## src/rtl/cpu_pkg.sv

```systemverilog
// Shared definitions for the 4-bit accumulator CPU and its program sequencer.
// Contents: opcode constants, idle bus encoding, sequencer state enum,
//           program word layout and a nibble-to-bus helper.
package cpu_pkg;

  // CPU opcodes. HALT is consumed by the sequencer and never reaches the CPU.
  localparam logic [3:0] OP_ADD   = 4'h0;
  localparam logic [3:0] OP_SUB   = 4'h1;
  localparam logic [3:0] OP_STORE = 4'h2;
  localparam logic [3:0] OP_LOAD  = 4'h3;
  localparam logic [3:0] OP_AND   = 4'h5;
  localparam logic [3:0] OP_OR    = 4'h6;
  localparam logic [3:0] OP_XOR   = 4'h7;
  localparam logic [3:0] OP_NOT   = 4'h8;
  localparam logic [3:0] OP_SHL   = 4'h9;
  localparam logic [3:0] OP_SHR   = 4'hA;
  localparam logic [3:0] OP_HALT  = 4'hF;

  // Value driven on the opcode bus whenever no instruction is in flight.
  localparam logic [7:0] OP_IDLE_BUS = 8'hF0;

  typedef enum logic [2:0] {
    SEQ_IDLE    = 3'd0,
    SEQ_FETCH   = 3'd1,
    SEQ_ISSUE   = 3'd2,
    SEQ_CAPTURE = 3'd3,
    SEQ_FINISH  = 3'd4
  } seq_state_e;

  // One program entry as stored in the sequencer's register file.
  typedef struct packed {
    logic [3:0] opcode;
    logic [3:0] addr;
    logic [3:0] data;
  } prog_word_t;

  // CPU buses carry each 4-bit field in the upper nibble.
  function automatic logic [7:0] nib_to_bus(input logic [3:0] nib);
    return {nib, 4'b0000};
  endfunction

endpackage

```

## src/rtl/seq_prog_mem.sv

```systemverilog
// Program store for the sequencer: DEPTH x W register file.
// Ports: clk, we_i/waddr_i/wdata_i synchronous write port,
//        raddr_i/rdata_o asynchronous (combinational) read port. Not reset.
module seq_prog_mem #(
  parameter int DEPTH = 16,
  parameter int AW    = $clog2(DEPTH),
  parameter int W     = 12
) (
  input  logic          clk,
  input  logic          we_i,
  input  logic [AW-1:0] waddr_i,
  input  logic [W-1:0]  wdata_i,
  input  logic [AW-1:0] raddr_i,
  output logic [W-1:0]  rdata_o
);

  logic [W-1:0] mem_q [DEPTH];

  // Contents deliberately survive reset so a program can be re-run
  // after an aborted execution without reloading it.
  always_ff @(posedge clk) begin
    if (we_i) begin
      mem_q[waddr_i] <= wdata_i;
    end
  end

  assign rdata_o = mem_q[raddr_i];

endmodule

```

## src/rtl/cpu_program_sequencer.sv

```systemverilog
// Host-side initiator for the 4-bit accumulator CPU: steps through a stored
// program, holds each instruction on the CPU buses for SETTLE_CYCLES, then
// captures the accumulator from cpu_result_eightBit[7:4].
// Ports: clk/rst_n; prog_we/prog_addr/prog_word program load (ignored while
//        busy); start/busy/done/pc run control; cpu_*_eightBit and
//        cpu_write_ena to the CPU; result/result_valid captured accumulator.
module cpu_program_sequencer
  import cpu_pkg::*;
#(
  parameter  int SETTLE_CYCLES = 4,
  parameter  int PROG_DEPTH    = 16,
  localparam int PC_W          = $clog2(PROG_DEPTH)
) (
  input  logic            clk,
  input  logic            rst_n,
  input  logic            prog_we,
  input  logic [PC_W-1:0] prog_addr,
  input  logic [11:0]     prog_word,
  input  logic            start,
  output logic            busy,
  output logic            done,
  output logic [PC_W-1:0] pc,
  output logic [7:0]      cpu_opcode_eightBit,
  output logic [7:0]      cpu_addr_eightBit,
  output logic [7:0]      cpu_data_eightBit,
  output logic            cpu_write_ena,
  input  logic [7:0]      cpu_result_eightBit,
  output logic [3:0]      result,
  output logic            result_valid
);

  // Settle counter holds SETTLE_CYCLES-1 down to 0; keep at least one bit.
  localparam int CNT_W = (SETTLE_CYCLES > 1) ? $clog2(SETTLE_CYCLES) : 1;
  localparam logic [CNT_W-1:0] SETTLE_LOAD = CNT_W'(SETTLE_CYCLES - 1);
  localparam logic [PC_W-1:0]  LAST_PC     = PC_W'(PROG_DEPTH - 1);

  seq_state_e       state_q;
  logic [PC_W-1:0]  pc_q;
  logic [CNT_W-1:0] settle_q;
  logic             busy_q;
  logic             done_q;
  logic             result_valid_q;
  logic [3:0]       result_q;
  logic [7:0]       opcode_bus_q;
  logic [7:0]       addr_bus_q;
  logic [7:0]       data_bus_q;
  logic             write_ena_q;

  logic             prog_wr_en;
  logic [11:0]      prog_rd_raw;
  prog_word_t       fetch_word;
  logic             unused_result_lsbs;

  // Loading is locked out for the whole run, including the FINISH cycle.
  // A write in the same cycle as start is allowed and lands before FETCH.
  assign prog_wr_en = prog_we & ~busy_q;

  seq_prog_mem #(
    .DEPTH (PROG_DEPTH),
    .AW    (PC_W),
    .W     (12)
  ) u_prog_mem (
    .clk     (clk),
    .we_i    (prog_wr_en),
    .waddr_i (prog_addr),
    .wdata_i (prog_word),
    .raddr_i (pc_q),
    .rdata_o (prog_rd_raw)
  );

  assign fetch_word = prog_word_t'(prog_rd_raw);

  // Only the accumulator nibble of the CPU output is meaningful.
  assign unused_result_lsbs = ^cpu_result_eightBit[3:0];

  always_ff @(posedge clk or negedge rst_n) begin
    if (!rst_n) begin
      state_q        <= SEQ_IDLE;
      pc_q           <= '0;
      settle_q       <= '0;
      busy_q         <= 1'b0;
      done_q         <= 1'b0;
      result_valid_q <= 1'b0;
      result_q       <= 4'h0;
      opcode_bus_q   <= OP_IDLE_BUS;
      addr_bus_q     <= 8'h00;
      data_bus_q     <= 8'h00;
      write_ena_q    <= 1'b0;
    end else begin
      // Pulse outputs default low; the states below raise them for one cycle.
      done_q         <= 1'b0;
      result_valid_q <= 1'b0;

      case (state_q)
        SEQ_IDLE: begin
          if (start) begin
            pc_q    <= '0;
            busy_q  <= 1'b1;
            state_q <= SEQ_FETCH;
          end
        end

        SEQ_FETCH: begin
          if (fetch_word.opcode == OP_HALT) begin
            // HALT ends the run without touching the CPU buses.
            state_q <= SEQ_FINISH;
          end else begin
            opcode_bus_q <= nib_to_bus(fetch_word.opcode);
            addr_bus_q   <= nib_to_bus(fetch_word.addr);
            data_bus_q   <= nib_to_bus(fetch_word.data);
            write_ena_q  <= (fetch_word.opcode == OP_STORE);
            settle_q     <= SETTLE_LOAD;
            state_q      <= SEQ_ISSUE;
          end
        end

        SEQ_ISSUE: begin
          // SETTLE_CYCLES cycles in this state: counts SETTLE_CYCLES-1 .. 0.
          if (settle_q == '0) begin
            state_q <= SEQ_CAPTURE;
          end else begin
            settle_q <= settle_q - 1'b1;
          end
        end

        SEQ_CAPTURE: begin
          result_q       <= cpu_result_eightBit[7:4];
          result_valid_q <= 1'b1;
          opcode_bus_q   <= OP_IDLE_BUS;
          addr_bus_q     <= 8'h00;
          data_bus_q     <= 8'h00;
          write_ena_q    <= 1'b0;
          // pc never wraps: the last entry terminates the run on its own.
          if (pc_q == LAST_PC) begin
            state_q <= SEQ_FINISH;
          end else begin
            pc_q    <= pc_q + 1'b1;
            state_q <= SEQ_FETCH;
          end
        end

        SEQ_FINISH: begin
          done_q  <= 1'b1;
          busy_q  <= 1'b0;
          state_q <= SEQ_IDLE;
        end

        default: begin
          state_q <= SEQ_IDLE;
        end
      endcase
    end
  end

  assign busy                = busy_q;
  assign done                = done_q;
  assign pc                  = pc_q;
  assign cpu_opcode_eightBit = opcode_bus_q;
  assign cpu_addr_eightBit   = addr_bus_q;
  assign cpu_data_eightBit   = data_bus_q;
  assign cpu_write_ena       = write_ena_q;
  assign result              = result_q;
  assign result_valid        = result_valid_q;

endmodule

```

## config.mk

```make
export PLATFORM = sky130hd
export DESIGN_NAME = cpu_program_sequencer
export DESIGN_NICKNAME = d
export VERILOG_FILES = /design/src/rtl/cpu_pkg.sv /design/src/rtl/seq_prog_mem.sv /design/src/rtl/cpu_program_sequencer.sv
export SDC_FILE = /design/constraint.sdc
export NUM_CORES = 1
export LEC_CHECK = 0
export BUFFER_PORTS_ARGS = -buffer_cell sky130_fd_sc_hd__buf_2
export CAP_MARGIN = 40
export CORE_MARGIN = 2
export CORE_UTILIZATION = 45
export CTS_BUF_LIST = sky130_fd_sc_hd__clkbuf_8
export CTS_CLUSTER_SIZE = 28
export DETAILED_ROUTE_END_ITERATION = 12
export SKIP_LAST_GASP = 1
export SYNTH_ARGS = -nofsm -noshare
export SYNTH_HDL_FRONTEND = slang
export SYNTH_SLANG_ARGS = --single-unit
```

## constraint.sdc

```tcl
create_clock -name clk -period 6.3 [get_ports clk]
set_input_delay 1.26 -clock clk [delete_from_list [all_inputs] [get_ports clk]]
set_output_delay 1.26 -clock clk [all_outputs]
set_load 0.02 [all_outputs]
```

==> metrics.csv, run 1 <==
stage,metric,value,unit
status,outcome,"finished, final reports clean",
sta,Final Hold Vio Count,0,
grt,initial antenna violation count,2,
critical_path,max incr delay on CP,0.65,ns
critical_path,"delay-heaviest family, CP",buffers and inverters,
logic_synthesis,most common cell in the netlist,edfxtp_1,
clock_tree,# resized after CTS,0,
detailed_routing,drt via density,5.41,
critical_path,Bufs and invs on worst path,2,
pwr,internal power,2.56,mW
critical_path,Worst Setup End Kind,output pin,
place,dpl cell area,0.00934,sq mm
logic_synthesis,Commonest cells post-synth,"edfxtp_1 (192), mux4_2 (56), nand2_1 (40)",
floorplan,die width,143,um
sta,Worst Skew,0.0204,ns
sta,final setup TNS,0,ns
clock_tree,H-tree levels,2,
logic_synthesis,Ys Warns,0,
logic_synthesis,Post-synth EDFFs,192,
grt,first-pass GRT wire length,27000,um
floorplan,Die Height,143,um
critical_path,Crit-path slowest cell,dfrtp_4,
clock_tree,CTS tree,built,
logic_synthesis,Synth cell types,40,
detailed_routing,Post-DRT Antenna Nets,0,
pwr,power per cell area,357,mW/mm^2
place,port buffer count,47,
sta,Max Freq,0.293,GHz
floorplan,die area,0.0205,sq mm
detailed_routing,TritonRoute pass-1 iters,4,
sta,setup violators final,0,
sta,RSZ-0062 raised after global routing,false,
detailed_routing,Detailed Route WL,17800,um
clock_tree,clock tree buffer depth,3,
detailed_routing,DR WL/cell,21.9,um
sta,Slew Limit Fails,0,
floorplan,row cnt,50,
logic_synthesis,"Primary FF master, synth",edfxtp_1,
logic_synthesis,Netlist Area Pre-Place,0.00870,sq mm
cells_and_area,design area,0.00995,sq mm
pwr,switch share,0.279,
cells_and_area,fill count,1510,
detailed_routing,DRC viols,0,
pwr,sequential share of power,0.494,
sta,Tmin final,3.41,ns
logic_synthesis,Mean Syn Cell Area,19.4,sq um
clock_tree,Sink Count,221,
critical_path,CP max FO,37,
hold_path,hold crit path type,flip-flop to flip-flop,
critical_path,FF-to-FF setup slack,3.30,ns
cells_and_area,Non-Filler Instances,814,
detailed_routing,number of DRC markers in iteration 0,303,
sta,Slew @ Worst Pin,0.910,ns
cells_and_area,Layout area overhead,14.4,%
critical_path,CP required,5.04,ns
logic_synthesis,Post-Synthesis Cells,449,
pwr,Leakage,3.37,nW
critical_path,crit-path cells,buf_4 > buf_2,
sta,fin crit share,0.542,
grt,largest net degree at the start of global routing,53,
floorplan,initial core utilization,0.462,
pwr,clock power share,0.300,
grt,GRT Overall Usage,0.183,
place,Post-Place Cells,752,
clock_tree,cts bufs inserted,36,
logic_synthesis,post-synthesis async set-or-reset flop share,0.131,
logic_synthesis,Yosys top cell by area,edfxtp_1,
clock_tree,"Clk pin slew, worst setup/hold paths",0.06,ns
place,post-DP HPWL,10800,um
clock_tree,Post-CTS Setup Inserts,0,
critical_path,Setup CP Type,flip-flop to output pin,
job,max cap viols,0,
floorplan,IO Pins,64,
clock_tree,clk root buf,clkbuf_8,
detailed_routing,via count,4403,
sta,Slew HR,0.393,
cells_and_area,"Core Util, Final",0.528,
pwr,Logic pwr share,0.206,
critical_path,critical path arrival,2.15,ns
critical_path,Critical Path Source Type,flip-flop,
pwr,Psw,991,uW
pwr,worst vdd ir,0.000174,V
clock_tree,Post-CTS Hold Fix Bufs,0,
cells_and_area,layout cell share with drive strength beyond 1,0.343,
clock_tree,"Clk Latency, worst-skew pair",0.52,ns
grt,total grt overflow,0,
logic_synthesis,Synth top area share,0.663,
floorplan,CORE AREA,0.0188,sq mm
cells_and_area,diode count,0,
logic_synthesis,"top cells by area, synth","edfxtp_1 (66%), mux4_2 (15%), dfrtp_1 (7.2%)",
logic_synthesis,register area share after synthesis,0.747,
cells_and_area,Layout Nets,560,
grt,vias in the first global route,4525,
place,Placer Congestion,0.753,
logic_synthesis,"flops & latches, synth",221,
path summary, 6_finish.rpt:
check,from,end,cells past startpoint
worst max-delay path,pc[0],pc[0],2
worst min-delay path,result[0],result[0],2
worst max register to register,pc[1],cpu_addr_eightBit[7],6
worst min register to register,result[0],result[0],2
max in group asynchronous,rst_n,pc[0],1
min in group asynchronous,rst_n,cpu_write_ena,1
cells by family after synthesis:
family | after synthesis | synth area share
flops | 221 | 0.747
simple gates | 100 | 0.0544
mux | 56 | 0.145
buf+inv | 38 | 0.0265
compound gates | 30 | 0.0229
fa+ha+maj | 2 | 0.00288
other cells | 1 | 0.000431
xor+xnor | 1 | 0.00101
routing by layer:
layer	vias to the layer above	track usage	routed length [um]
li1	1935	-	-
met5	-	0	16
met1	2290	0.254	7710
met3	31	0.0423	1090
met2	145	0.291	8680
met4	2	0.0552	305
state kept, by name, indices dropped and copies added, names as in the netlist:
signal               flops
cpu_write_ena            1
state_q                  3
cpu_data_eightBit        4
result                   4
cpu_addr_eightBit        4
result_valid             1
settle_q                 2
u_prog_mem.mem_q       192
done                     1
cpu_opcode_eightBit      4
busy                     1
pc                       4
placed cells by master, fill, tap and decap left out, types with 3 or more instances in the layout:
master,count
edfxtp_1,192
mux4_2,56
buf_2,47
nand2_1,40
clkbuf_8,37
dfrtp_1,23
inv_1,20
nor2_1,13
conb_1,12
o21ai_0,11
buf_4,11
nor2_2,9
nand3_1,8
buf_8,7
nor3_1,5
clkinv_1,5
nand2b_1,4
nor3_2,4
dfstp_2,4
a22oi_1,3
nand3_2,3
o21ai_1,3
nand4_1,3
a21oi_1,3
through the flow:
stage	total power [mW]	hold slack (ns)	setup slack, ns
global route	3.73	0.506	2.67
CTS	3.60	0.481	2.81
global placement	2.51	0.455	3.28
finish	3.55	0.475	2.89
floorplan	2.36	0.450	3.22
detailed placement	2.53	0.467	3.29
worst min-delay path, cell delays in order (launching register included):
cell and delay (ns):
dfrtp_1 0.34, nand2_1 0.05, nand2_1 0.06
power by group through the flow:
stage          Sequential (mW)  Clock [mW]  Combinational (mW)
2_1_floorplan             1.80           0               0.562
3_3_place_gp              1.78           0               0.731
3_5_place_dp              1.78           0               0.743
4_1_cts                   1.75        1.10               0.744
5_1_grt                   1.77        1.17               0.802
6_report                  1.75        1.07               0.732
layout make-up:
cell class                 instances  area [sq um]  share of cell area
tap                              260           325              0.0327
clock inverter                    25           103              0.0103
inverter                           3          11.3             0.00113
clock buffer                      37           509              0.0512
sequential                       221          6500               0.653
multi-input combinational        201          2050               0.206
timing repair buffer              67           445              0.0448
No activity file was read; power rests on OpenSTA's default activity.
==> run 2, diff against run 1 <==
Settings changed: ABC_AREA set to 1.
Clock period 6.3 ns to 2.8 ns, I/O delays scaled along.
==> run 2 against run 1 <==
Against the previous run:
- synthesized cell count rose by 65%
- utilization fell by 0.43 points
- global-route usage rose by 0.42 points
- final cell count rose by 37%
- first-iteration DRC count rose by 58%
- sequential power rose by 120%
- flip-flop and latch count did not move
- register-to-register slack got worse by 2.7 ns
- design area rose by 3.5%
- critical endpoint is now settle_q[1]
- largest power group unchanged
==> metrics.csv, run 2 <==
stage,metric,value,unit,change
place,Placer Congestion,0.776,,+3.0%
logic_synthesis,post-synthesis async set-or-reset flop share,0.131,,unchanged
sta,setup violators final,0,,unchanged
sta,fin crit share,0.798,,
clock_tree,Sink Count,221,,unchanged
clock_tree,cts bufs inserted,36,,unchanged
cells_and_area,"Core Util, Final",0.524,,-0.00431
pwr,total chip power,9.25,mW,+160%
floorplan,initial core utilization,0.462,,about the same
clock_tree,Post-CTS Setup Inserts,0,,unchanged
detailed_routing,Detailed Route WL,19500,um,+9.5%
clock_tree,CTS tree,built,,
status,outcome,"finished, final reports clean",,
clock_tree,clk root buf,clkbuf_8,,
logic_synthesis,most common cell in the netlist,nand2_1,,
detailed_routing,DR WL/cell,17.5,um,-20%
logic_synthesis,"Primary FF master, synth",edfxtp_1,,
detailed_routing,DRC viols,0,,unchanged
critical_path,Worst Setup End Kind,flip-flop,,
cells_and_area,"Most flops, register",u_prog_mem.mem_q,,
cells_and_area,Multi-input gate area,0.00223,sq mm,+8.3%
grt,total grt overflow,0,,unchanged
logic_synthesis,"flops & latches, synth",221,,unchanged
logic_synthesis,Post-synth EDFFs,192,,unchanged
critical_path,critical path arrival,2.62,ns,+0.47 ns
clock_tree,clock tree buffer depth,3,,unchanged
detailed_routing,TritonRoute pass-1 iters,5,,+1
detailed_routing,drt via density,5.14,,-5.0%
place,port buffer count,47,,unchanged
clock_tree,Post-CTS Hold Fix Bufs,0,,unchanged
pwr,power per cell area,898,mW/mm^2,+150%
critical_path,Critical Path Source Type,flip-flop,,
pwr,Leakage,4.09,nW,+22%
sta,Worst Skew,0.0233,ns,+0.00294 ns
floorplan,Die Height,146,um,+2.1%
sta,Max Freq,0.448,GHz,
floorplan,IO Pins,64,,unchanged
logic_synthesis,Post-Synthesis Cells,740,,+65%
logic_synthesis,register area share after synthesis,0.716,,-0.0314
cells_and_area,fill count,1713,,+13%
sta,Slew Limit Fails,0,,unchanged
grt,vias in the first global route,5623,,+24%
cells_and_area,layout cell share with drive strength beyond 1,0.166,,-0.177
sta,Tmin final,2.23,ns,
clock_tree,"Clk pin slew, worst setup/hold paths",0.06,ns,about the same
grt,initial antenna violation count,0,,-2
logic_synthesis,Netlist Area Pre-Place,0.00908,sq mm,+4.4%
critical_path,CP required,3.19,ns,-1.85 ns
sta,Slew @ Worst Pin,0.618,ns,-0.292 ns
floorplan,CORE AREA,0.0197,sq mm,+4.4%
detailed_routing,via count,5736,,+30%
sta,Slew HR,0.585,,+0.191
pwr,worst vdd ir,0.000299,V,+72%
logic_synthesis,Synth top area share,0.635,,-0.0279
critical_path,CP max FO,12,,-68%
cells_and_area,diode count,0,,unchanged
grt,first-pass GRT wire length,30800,um,+14%
sta,final setup TNS,0,ns,unchanged
cells_and_area,highest-count cells in the layout ignoring fill and taps,"nand2_1 (194), edfxtp_1 (192), nor2_1 (65), buf_2 (47), nand3_1 (42)",,
cells_and_area,max reg flops,192,,unchanged
clock_tree,# resized after CTS,0,,unchanged
grt,GRT Overall Usage,0.187,,+0.00419
detailed_routing,number of DRC markers in iteration 0,480,,+58%
floorplan,die width,146,um,+2.1%
cells_and_area,Layout Nets,854,,+53%
grt,largest net degree at the start of global routing,65,,+23%
job,max cap viols,0,,unchanged
logic_synthesis,"top cells by area, synth","edfxtp_1 (64%), nand2_1 (8.0%), dfrtp_1 (6.9%)",,
logic_synthesis,Mean Syn Cell Area,12.3,sq um,-37%
place,post-DP HPWL,12400,um,+15%
hold_path,hold crit path type,input port to async pin,,
sta,Final Hold Vio Count,0,,unchanged
logic_synthesis,Ys Warns,0,,unchanged
critical_path,Setup CP Type,flip-flop to flip-flop,,
clock_tree,"Clk Latency, worst-skew pair",0.52,ns,about the same
logic_synthesis,Yosys top cell by area,edfxtp_1,,
logic_synthesis,Synth cell types,35,,-13%
logic_synthesis,Commonest cells post-synth,"nand2_1 (194), edfxtp_1 (192), nor2_1 (65)",,
sta,RSZ-0062 raised after global routing,false,,
floorplan,row cnt,51,,+2.0%
clock_tree,H-tree levels,2,,unchanged
cells_and_area,"commonest non-fill, non-tap cell in the layout",nand2_1,,
cells_and_area,Sequential Area,0.00650,sq mm,about the same
floorplan,die area,0.0213,sq mm,+4.3%
detailed_routing,Post-DRT Antenna Nets,0,,unchanged
cells_and_area,Layout area overhead,13.5,%,
[run 2: cell count changes after synthesis, sizes merged, moves of 5 or more]
cell / change
mux2i: +32
a211oi: +8
nand2: +157
o221ai: +8
buf: +9
nor3: -5
nand3: +32
o21ai: +18
a21oi: +18
nor2: +45
o22ai: +16
inv: +29
mux4: -56
[run 2: worst paths after layout]
| kind | startpoint | endpoint | slack (ns) | depth (start not counted) |
|---|---|---|---|---|
| worst min-delay path | rst_n | pc[1] | 0.06 | 1 |
| worst min register to register | result[2] | result[2] | 0.47 | 2 |
| worst max-delay path | pc[0] | settle_q[1] | 0.57 | 13 |
| max in group asynchronous | rst_n | pc[0] | 2.27 | 1 |
| worst max register to register | pc[0] | settle_q[1] | 0.57 | 13 |
| min in group clk | cpu_result_eightBit[6] | result[2] | 0.23 | 3 |
[run 2: where the power goes]
part | switching, mW | total, mW | internal, mW | leakage [nW]
Combinational | 1.93 | 2.86 | 0.928 | 1.63
Clock | 1.23 | 2.47 | 1.24 | 0.375
Sequential | 0.113 | 3.93 | 3.82 | 2.08
Total | 3.26 | 9.25 | 5.99 | 4.09
[run 2: kinds of logic after synthesis]
logic type,share of synthesized area
and+or+nand+nor,0.142
DFF,0.716
AOI/OAI and AO/OA,0.0593
buffers and inverters,0.0438
muxes,0.0353
adders and majority gates,0.00276
other,0.000413
xor gates and xnor gates,0.000965
[run 2: critical path: stages, from the launching register on]
cell,delay [ns]
dfrtp_4,0.47
inv_2,0.21
buf_4,0.24
nand2_1,0.07
nand2_1,0.06
nand2_1,0.05
nand3_1,0.07
nand2_1,0.14
nand2_1,0.14
nand2_2,0.08
nor2_1,0.24
nand2_1,0.14
nand3_1,0.12
nand2_1,0.06
[run 2: metrics by stage]
stage          hold WS (ns)  area [sq um]  cells  setup slack (ns)
4_1_cts              0.0512         10300   1116             0.581
3_5_place_dp          0.463          9660   1051             0.520
6_report             0.0564         10300   1116             0.567
3_3_place_gp          0.461          9660   1051             0.561
5_1_grt              0.0791         10300   1116             0.374
2_1_floorplan         0.264          9120    751             0.965
[run 2: final cells by class]
class,instances,share of cell area
clock buffers,37,0.0494
clock inverters,28,0.0125
inverters,33,0.0120
multi-input cells,454,0.216
flip-flops and latches,221,0.631
well taps,265,0.0322
repair buffers,78,0.0466
[run 2: metal layers]
layer | vias to the layer above | part of all wire | GRT usage
li1 | 2755 | - | -
met1 | 2745 | 0.44 | 0.253
met2 | 203 | 0.47 | 0.299
met3 | 33 | 0.071 | 0.0466
met4 | 0 | 0.020 | 0.0617
met5 | - | 0 | 0
==> run 3, diff against run 2 <==
Clock period 2.8 ns to 2 ns, I/O delays scaled along.
==> run 3 against run 2 <==
Against the previous run:
- flip-flop and latch count unchanged
- non-clock buffer count increased by 29
- register-to-register slack got worse by 0.49 ns
- die area unchanged
- via count increased by 3.8%
- sequential power increased by 40%
- largest cell class unchanged
- highest routed layer is now met5
==> metrics.csv, run 3 (synthesized netlist as in run 2, its figures left out) <==
stage,metric,value,unit,change
sta,Slew @ Worst Pin,0.628,ns,+0.00933 ns
critical_path,Critical Path Source Type,flip-flop,,
job,max cap viols,0,,unchanged
critical_path,CP max FO,66,,+54
sta,Final Hold Vio Count,0,,unchanged
cells_and_area,fill count,1686,,-1.6%
place,port buffer count,47,,unchanged
critical_path,CP required,1.60,ns,-1.59 ns
grt,GRT Overall Usage,0.190,,+0.00323
detailed_routing,DR WL/cell,18.0,um,+3.2%
cells_and_area,"commonest non-fill, non-tap cell in the layout",edfxtp_1,,
floorplan,die area,0.0213,sq mm,unchanged
grt,met3 usage,0.0491,,+0.00250
detailed_routing,Post-DRT Antenna Nets,0,,unchanged
critical_path,Worst Setup End Kind,output pin,,
detailed_routing,Detailed Route WL,20700,um,+5.9%
floorplan,Die Height,146,um,unchanged
critical_path,Setup CP Type,flip-flop to output pin,,
detailed_routing,DRC viols,0,,unchanged
grt,routing usage on met1,0.252,,-0.000947
sta,RSZ-0062 raised after global routing,true,,
clock_tree,CTS tree,built,,
grt,first-pass GRT wire length,31300,um,+1.5%
grt,initial antenna violation count,2,,+2
place,post-DP HPWL,12800,um,+3.9%
critical_path,Crit-path slowest cell,dfrtp_4,,
cells_and_area,max reg flops,192,,unchanged
clock_tree,"Clk pin slew, worst setup/hold paths",0.06,ns,about the same
grt,busiest grt layer,met2,,
cells_and_area,Layout area overhead,18.9,%,
detailed_routing,drt via density,5.20,,+1.2%
sta,Slew Limit Fails,0,,unchanged
floorplan,die width,146,um,unchanged
sta,Slew HR,0.582,,-0.00305
clock_tree,cts bufs inserted,37,,+2.8%
pwr,worst vdd ir,0.000485,V,+62%
grt,vias in the first global route,5843,,+3.9%
sta,setup violators final,0,,unchanged
sta,Worst Skew,0.0210,ns,-0.00232 ns
critical_path,crit-path cells,buf_16 > buf_2,,
cells_and_area,Layout Nets,884,,+3.5%
grt,largest net degree at the start of global routing,67,,+3.1%
clock_tree,clk root buf,clkbuf_8,,
floorplan,IO Pins,64,,unchanged
detailed_routing,TritonRoute pass-1 iters,5,,unchanged
cells_and_area,design area,0.0108,sq mm,+4.8%
clock_tree,Sink Count,221,,unchanged
critical_path,max incr delay on CP,0.47,ns,about the same
critical_path,critical path arrival,1.55,ns,-1.07 ns
sta,Tmin final,1.95,ns,
cells_and_area,"Most flops, register",u_prog_mem.mem_q,,
clock_tree,"Clk Latency, worst-skew pair",0.54,ns,+0.02 ns
hold_path,hold crit path type,input port to flip-flop,,
cells_and_area,layout cell share with drive strength beyond 1,0.200,,+0.0343
floorplan,initial core utilization,0.462,,unchanged
critical_path,"delay-heaviest family, CP",buffers and inverters,,
clock_tree,clock tree buffer depth,3,,unchanged
place,Placer Congestion,0.779,,+0.44%
status,outcome,"finished, final reports clean",,
clock_tree,H-tree levels,2,,unchanged
place,dpl cell area,0.00996,sq mm,+3.1%
detailed_routing,number of DRC markers in iteration 0,457,,-4.8%
cells_and_area,highest-count cells in the layout ignoring fill and taps,"edfxtp_1 (192), nand2_1 (191), nor2_1 (64), buf_2 (47), buf_4 (43)",,
sta,Max Freq,0.512,GHz,
cells_and_area,diode count,0,,unchanged
detailed_routing,via count,5955,,+3.8%
critical_path,Bufs and invs on worst path,2,,unchanged
sta,final hold slack,0.0624,ns,+0.00608 ns
grt,GR Layer Usage met2,0.313,,+0.0142
grt,total grt overflow,0,,unchanged
floorplan,CORE AREA,0.0197,sq mm,unchanged
pwr,power per cell area,1290,mW/mm^2,+43%
floorplan,row cnt,51,,unchanged
pwr,Leakage,4.33,nW,+5.8%
sta,fin crit share,0.977,,
==> run 3: cell count changes in the layout (fill, tap and decap cells not counted), moves of 3 or more <==
cell and change:
clkbuf_16 +3, clkbuf_8 +3, buf_12 +10, buf_4 +13
nand2_1 -3, nand2_2 +3
==> run 3: worst paths after layout <==
kind / start / endpoint / depth (start not counted) / slack [ns]
worst max-delay path: pc[0] / pc[0] / 2 / 0.05
worst min-delay path: cpu_result_eightBit[7] / result[3] / 3 / 0.06
worst max register to register: pc[0] / cpu_addr_eightBit[6] / 12 / 0.08
worst min register to register: cpu_opcode_eightBit[7] / cpu_opcode_eightBit[7] / 2 / 0.48
max in group asynchronous: rst_n / pc[0] / 2 / 1.11
min in group asynchronous: rst_n / state_q[0] / 2 / 0.42
==> run 3: per-stage QoR <==
step	cells	setup slack (ns)	util	TNS (ns)	power, mW
6_report	1145	0.0463	0.549	0	13.9
3_3_place_gp	1073	0.00978	0.507	0	9.88
4_1_cts	1139	0.00980	0.542	0	13.6
5_1_grt	1145	-0.0566	0.549	-0.620	14.7
3_5_place_dp	1073	-0.00502	0.507	-0.00717	10.0
2_1_floorplan	751	0.195	-	0	8.49
==> run 3: layout make-up <==
cell class | instances | area [sq um] | share of cell area
Clock buffer | 40 | 551 | 0.0510
Clock inverter | 25 | 124 | 0.0115
Inverter | 33 | 130 | 0.0121
Multi-Input combinational cell | 454 | 2240 | 0.208
Sequential cell | 221 | 6500 | 0.602
Tap cell | 265 | 332 | 0.0307
Timing Repair Buffer | 107 | 918 | 0.0851
==> run 3: power by group <==
part	total [mW]	switching [mW]	internal (mW)
clock	3.61	1.75	1.86
combinational	4.75	2.93	1.82
sequential	5.52	0.177	5.34
==> run 3: routing by layer <==
metal | vias to the layer above | part of all wire
li1 | 2824 | -
met1 | 2882 | 0.43
met2 | 209 | 0.47
met3 | 38 | 0.073
met4 | 2 | 0.021
met5 | - | 0.00034
==> run 3: timing repair <==
action                     in CTS  in global routing
resized for setup               2                  9
setup endpoints to repair       3                 17
buffers inserted                0                  3
gates cloned                    0                  3
pin swaps                       0                  1
hold buffers                    1                  0
hold endpoints to repair       25                  0
==> run 3: worst min-delay path: stages <==
cell	delay [ns]
buf_2	0.07
nand2_1	0.05
nand2_1	0.05
